==> config.mk <==
export PLATFORM = sky130hd
export DESIGN_NAME = pipelined_reduction_tree
export DESIGN_NICKNAME = d
export VERILOG_FILES = /design/src/rtl/pipelined_reduction_tree.sv
export SDC_FILE = /design/constraint.sdc
export NUM_CORES = 2
export LEC_CHECK = 0
export CORE_ASPECT_RATIO = 0.75
export CORE_MARGIN = 2
export CORE_UTILIZATION = 45
export DETAILED_ROUTE_END_ITERATION = 10
export GPL_ROUTABILITY_DRIVEN = 0
export PLACE_DENSITY_LB_ADDON = 0.2
export SLEW_MARGIN = 20
export SYNTH_ARGS = -nofsm -noshare
export SYNTH_HDL_FRONTEND = slang
export SYNTH_SLANG_ARGS = --single-unit
export TNS_END_PERCENT = 100
==> constraint.sdc <==
create_clock -name clk -period 4.1 [get_ports clk]
set_input_delay 0.615 -clock clk [delete_from_list [all_inputs] [get_ports clk]]
set_output_delay 0.615 -clock clk [all_outputs]
set_load 0.05 [all_outputs]
==> src/rtl/pipelined_reduction_tree.sv <==
// Lane reducer: masked log2-depth adder tree with configurable register placement,
// valid/ready flow control and an output accumulator that folds multi-beat groups.
module pipelined_reduction_tree #(
    parameter int unsigned NUM_IN      = 16,
    parameter int unsigned DATAWIDTH   = 32,
    parameter int unsigned PIPE_STRIDE = 1,
    parameter int unsigned ADD_MODE    = 0,
    parameter int unsigned CNT_W       = 16
) (
    input  logic                        clk,
    input  logic                        rst_n,
    input  logic                        in_valid,
    output logic                        in_ready,
    input  logic [NUM_IN*DATAWIDTH-1:0] in_data,
    input  logic [NUM_IN-1:0]           in_mask,
    input  logic                        in_acc,
    input  logic                        in_last,
    input  logic                        flush,
    output logic                        out_valid,
    input  logic                        out_ready,
    output logic [DATAWIDTH-1:0]        out_data,
    output logic [CNT_W-1:0]            out_count
);

    localparam int unsigned STAGES = (NUM_IN <= 2) ? 1 : $clog2(NUM_IN);
    localparam int unsigned PAD    = 1 << STAGES;
    localparam int unsigned STRIDE = (PIPE_STRIDE == 0) ? 1 : PIPE_STRIDE;

    // Binary32 add: denormals flush to zero, result truncated toward zero.
    function automatic logic [31:0] fp_add(input logic [31:0] a, input logic [31:0] b);
        logic [31:0] x, y;
        logic [7:0]  ex, ey, d;
        logic [27:0] mx, my, s;
        logic [8:0]  e;
        if (a[30:0] >= b[30:0]) begin
            x = a;
            y = b;
        end else begin
            x = b;
            y = a;
        end
        ex = x[30:23];
        ey = y[30:23];
        if (ex == 8'hFF) return x;
        if (ex == 8'h00) return 32'h0;
        if (ey == 8'h00) return x;
        mx = {1'b0, 1'b1, x[22:0], 3'b000};
        d  = ex - ey;
        my = (d > 8'd26) ? 28'h0 : ({1'b0, 1'b1, y[22:0], 3'b000} >> d);
        e  = {1'b0, ex};
        if (x[31] == y[31]) begin
            s = mx + my;
            if (s[27]) begin
                s = s >> 1;
                e = e + 9'd1;
            end
            if (e >= 9'd255) return {x[31], 8'hFF, 23'h0};
        end else begin
            s = mx - my;
            if (s == 28'h0) return 32'h0;
            for (int i = 0; i < 26; i++) begin
                if (!s[26] && e > 9'd1) begin
                    s = s << 1;
                    e = e - 9'd1;
                end
            end
            if (!s[26]) return {x[31], 31'h0};
        end
        return {x[31], e[7:0], s[25:3]};
    endfunction

    function automatic logic [DATAWIDTH-1:0] add_op(input logic [DATAWIDTH-1:0] a,
                                                    input logic [DATAWIDTH-1:0] b);
        if (ADD_MODE == 1) return DATAWIDTH'(fp_add(32'(a), 32'(b)));
        return a + b;
    endfunction

    logic advance;
    logic accept;

    assign advance  = !out_valid || out_ready;
    assign in_ready = advance && !flush;
    assign accept   = in_valid && in_ready;

    // Level s holds PAD>>s partial sums; registered levels carry valid/acc/last alongside.
    for (genvar s = 0; s <= STAGES; s++) begin : g_lvl
        localparam int unsigned N = PAD >> s;
        logic [DATAWIDTH-1:0] val [N];
        logic                 v;
        logic                 a;
        logic                 l;

        if (s == 0) begin : g_in
            for (genvar j = 0; j < PAD; j++) begin : g_lane
                if (j < NUM_IN) begin : g_real
                    assign val[j] = in_mask[j] ? in_data[j*DATAWIDTH +: DATAWIDTH] : '0;
                end else begin : g_pad
                    assign val[j] = '0;
                end
            end
            assign v = accept;
            assign a = in_acc;
            assign l = in_acc && in_last;
        end else begin : g_add
            logic [DATAWIDTH-1:0] sum [N];
            for (genvar j = 0; j < N; j++) begin : g_node
                assign sum[j] = add_op(g_lvl[s-1].val[2*j], g_lvl[s-1].val[2*j+1]);
            end
            if ((PIPE_STRIDE > 0) && (((s % STRIDE) == 0) || (s == STAGES))) begin : g_reg
                always_ff @(posedge clk or negedge rst_n) begin
                    if (!rst_n) begin
                        v   <= 1'b0;
                        a   <= 1'b0;
                        l   <= 1'b0;
                        val <= '{default: '0};
                    end else if (flush) begin
                        v <= 1'b0;
                    end else if (advance) begin
                        v   <= g_lvl[s-1].v;
                        a   <= g_lvl[s-1].a;
                        l   <= g_lvl[s-1].l;
                        val <= sum;
                    end
                end
            end else begin : g_comb
                assign val = sum;
                assign v   = g_lvl[s-1].v;
                assign a   = g_lvl[s-1].a;
                assign l   = g_lvl[s-1].l;
            end
        end
    end

    logic [DATAWIDTH-1:0] t_data;
    logic                 t_valid;
    logic                 t_acc;
    logic                 t_last;
    logic [DATAWIDTH-1:0] acc_q;
    logic [CNT_W-1:0]     cnt_q;
    logic                 open_q;
    logic [DATAWIDTH-1:0] grp_sum;
    logic [CNT_W-1:0]     grp_cnt;

    assign t_data  = g_lvl[STAGES].val[0];
    assign t_valid = g_lvl[STAGES].v;
    assign t_acc   = g_lvl[STAGES].a;
    assign t_last  = g_lvl[STAGES].l;

    always_comb begin
        grp_sum = t_data;
        grp_cnt = CNT_W'(1);
        if (open_q) begin
            grp_sum = add_op(acc_q, t_data);
            grp_cnt = (&cnt_q) ? cnt_q : cnt_q + CNT_W'(1);
        end
    end

    always_ff @(posedge clk or negedge rst_n) begin
        if (!rst_n) begin
            out_valid <= 1'b0;
            out_data  <= '0;
            out_count <= '0;
            acc_q     <= '0;
            cnt_q     <= '0;
            open_q    <= 1'b0;
        end else if (flush) begin
            // Held result survives; one being consumed this cycle retires normally.
            acc_q  <= '0;
            cnt_q  <= '0;
            open_q <= 1'b0;
            if (out_ready) out_valid <= 1'b0;
        end else if (advance) begin
            if (!t_valid) begin
                out_valid <= 1'b0;
            end else if (!t_acc) begin
                out_data  <= t_data;
                out_count <= CNT_W'(1);
                out_valid <= 1'b1;
            end else if (t_last) begin
                out_data  <= grp_sum;
                out_count <= grp_cnt;
                out_valid <= 1'b1;
                acc_q     <= '0;
                cnt_q     <= '0;
                open_q    <= 1'b0;
            end else begin
                acc_q     <= grp_sum;
                cnt_q     <= grp_cnt;
                open_q    <= 1'b1;
                out_valid <= 1'b0;
            end
        end
    end

endmodule
==> results.cfg <==
[power]
p_leak_uw = 0.0271
ir_worst_vdd_v = 0.000358
powerDensity_nw_per_um2 = 481
totalPowerFinal_uw = 28400

[clock_tree]
clkSinkCount = 590
cts_buffers = 66
clockRootBuffer = clkbuf_16
clk_latency_ns = 0.63
clk_path_buf_depth = 3
path_clk_slew_ns = 0.06
cts_tree = done
htreeDepth = 3

[final_layout]
finalInstanceArea_um2 = 59100
syn_to_final_growth_pct = 21.8
drive_above_1_share = 0.0517
final.fill_count = 10000
nets = 7588

[detailed_routing]
routed_via_density = 5.55
dr.first_iter.drc_count = 3202
first_pass_iters = 6
drc = 0
vias = 44500
wl_per_cell_um = 17.9
drtAntennaViolNets = 0
routed_wl_mm = 144

[global_routing]
grt_max_degree = 235
grt-ovfl-total = 0
grt_pass1_vias = 42500
antenna_found_initial = 7
grt_pass1_wl_mm = 228
grt_usage = 0.254

[min_path]
min_path_cells = 2
worstHoldPathType = reg2reg

[setup_path]
path_class = reg2reg
cp.required_ns = 4.56
end_kind = flip-flop
ff2ff_path_depth = 12
start_kind = flip-flop
crit_fanout = 3
arrival_ns = 4.43

[floorplan]
core_um2 = 107000
fp.dieW_um = 383
start_util = 0.453
die_area_um2 = 111000
ios = 585
num_rows = 104
fp.dieH_um = 288

[sta]
finalHoldViolations = 0
drv_slew = 0
rsz0062_at_grt = yes
period_share = 0.967
skew_ns = 0.0221
max_slew_margin = 0.259
whs_ns = 0.463
fmax_ghz = 0.252
setup_violations = 0
period_needed_ns = 3.96
tightest_slew_ns = 1.11

[place]
placed_area_um2 = 56900
hpwl_mm = 115
portBuffers = 584

[outcome]
status = complete, no violations

[logic_synthesis]
synth_seq_cells = 590
synth_area_um2 = 48500
synthCells = 5926
yosysWarnings = 0
synth_top_flop_cell = dfrtp_1
avgSynthCellArea_um2 = 8.19
async_reset_ff_frac = 1.00
yosysSeqAreaShare = 0.304
ys_types = 85
syn-num-nets = 6974
synth_edf_count = 0

[flow_run]
drv_cap = 0
## worst max-delay path, stage by stage, from the launching register on
cell and delay (ns):
dfrtp_1 0.45, ha_1 0.28, fa_1 0.40, a21o_1 0.19
a21o_1 0.21, a2111oi_2 0.45, o21bai_1 0.22, a211oi_1 0.44
o21ai_0 0.27, a21o_1 0.22, a21oi_1 0.16, xor2_1 0.36
o21ai_0 0.14
## stage by stage
stage               cells   util  setup slack [ns]  setup TNS [ns]
global placement     7902  0.531            -0.245           -1.24
detailed placement   7902  0.531            -0.249           -1.75
floorplan            5926      -             0.510               0
global route         8027  0.552            -0.118          -0.206
finish               8027  0.552             0.136               0
CTS                  8024  0.552            0.0980               0
## power by group
| group | internal [uW] | switching [uW] |
|---|---|---|
| registers | 7350 | 1640 |
| clock network | 3480 | 2560 |
| logic | 5650 | 7750 |
## cells in the final DEF, fill, tap and decap left out, drive strengths merged, types with 76 or more instances in the layout
cell	count
nand2	908
xnor2	246
nor2	236
xor2	194
o21ai	696
a211oi	76
a21o	203
a21oi	431
dfrtp	590
buf	183
clkbuf	95
clkdlybuf4s50	582
and2	521
inv	135
nand3	115
ha	497
## per-layer routing
layer  global-route usage  wire [um]  share of wire
met1                0.379      71100           0.50
met2                0.399      63000           0.44
met3               0.0255       6840          0.048
met4               0.0533       2710          0.019
met5                    0          0              0
## area by class of cell
| class | instances | area, um^2 | area share |
|---|---|---|---|
| Sequential cell | 590 | 14800 | 0.250 |
| Inverter | 129 | 487 | 0.00823 |
| Multi-Input combinational cell | 4987 | 32500 | 0.550 |
| Clock inverter | 26 | 287 | 0.00485 |
| Antenna cell | 3 | 7.51 | 0.000127 |
| Clock buffer | 95 | 1880 | 0.0318 |
| Tap cell | 1431 | 1790 | 0.0303 |
| Timing Repair Buffer | 766 | 7380 | 0.125 |
## cells by family after synthesis
kind of cell | share of synthesized area
mux | 0.00603
buf+inv | 0.0270
fa+ha+maj | 0.135
simple gates | 0.213
xor+xnor | 0.0794
compound gates | 0.236
flops | 0.304
## worst paths after layout
path | startpoint | endpoint | slack [ns]
max | g_lvl[2].val[64]$_DFFE_PN0P_ | g_lvl[3].val[48]$_DFFE_PN0P_ | 0.14
min | g_lvl[1].l$_DFFE_PN0P_ | g_lvl[2].l$_DFFE_PN0P_ | 0.46
max reg2reg | g_lvl[2].val[64]$_DFFE_PN0P_ | g_lvl[3].val[48]$_DFFE_PN0P_ | 0.14
min reg2reg | g_lvl[1].l$_DFFE_PN0P_ | g_lvl[2].l$_DFFE_PN0P_ | 0.46
max in group asynchronous | rst_n | g_lvl[1].val[102]$_DFFE_PN0P_ | 2.50
min in group asynchronous | rst_n | g_lvl[1].val[38]$_DFFE_PN0P_ | 0.55
## synth_stat cells, types with 53 or more instances
master,n,share of area
nand2_1,908,0.070
o21ai_0,692,0.071
dfrtp_1,590,0.30
and2_1,521,0.067
ha_1,497,0.13
a21oi_1,430,0.044
xnor2_1,246,0.044
nor2_1,236,0.018
a21o_1,202,0.031
clkbuf_1,198,0.015
xor2_1,194,0.035
inv_1,127,0.0098
nand3_1,115,0.012
a211oi_1,76,0.012
o21bai_1,70,0.011
nor3_1,68,0.0070
a31oi_1,60,0.0077
and3_1,60,0.0077
o21a_1,58,0.0090
nand2b_1,55,0.0071
o31ai_1,53,0.0082
## flip-flops by register name, indices dropped and copies added (netlist names)
register,flops
out_count,16
out_valid,1
g_lvl.a,4
g_lvl.v,4
open_q,1
out_data,32
g_lvl.val,480
cnt_q,16
acc_q,32
g_lvl.l,4
## timing repair
item	in CTS	in global routing
buffers inserted	0	0
hold buffers	1	0
endpoints found under the hold margin	53	0
endpoints found under the setup margin	0	3
gates resized for setup	0	5
(Power assumes the default switching activity.)
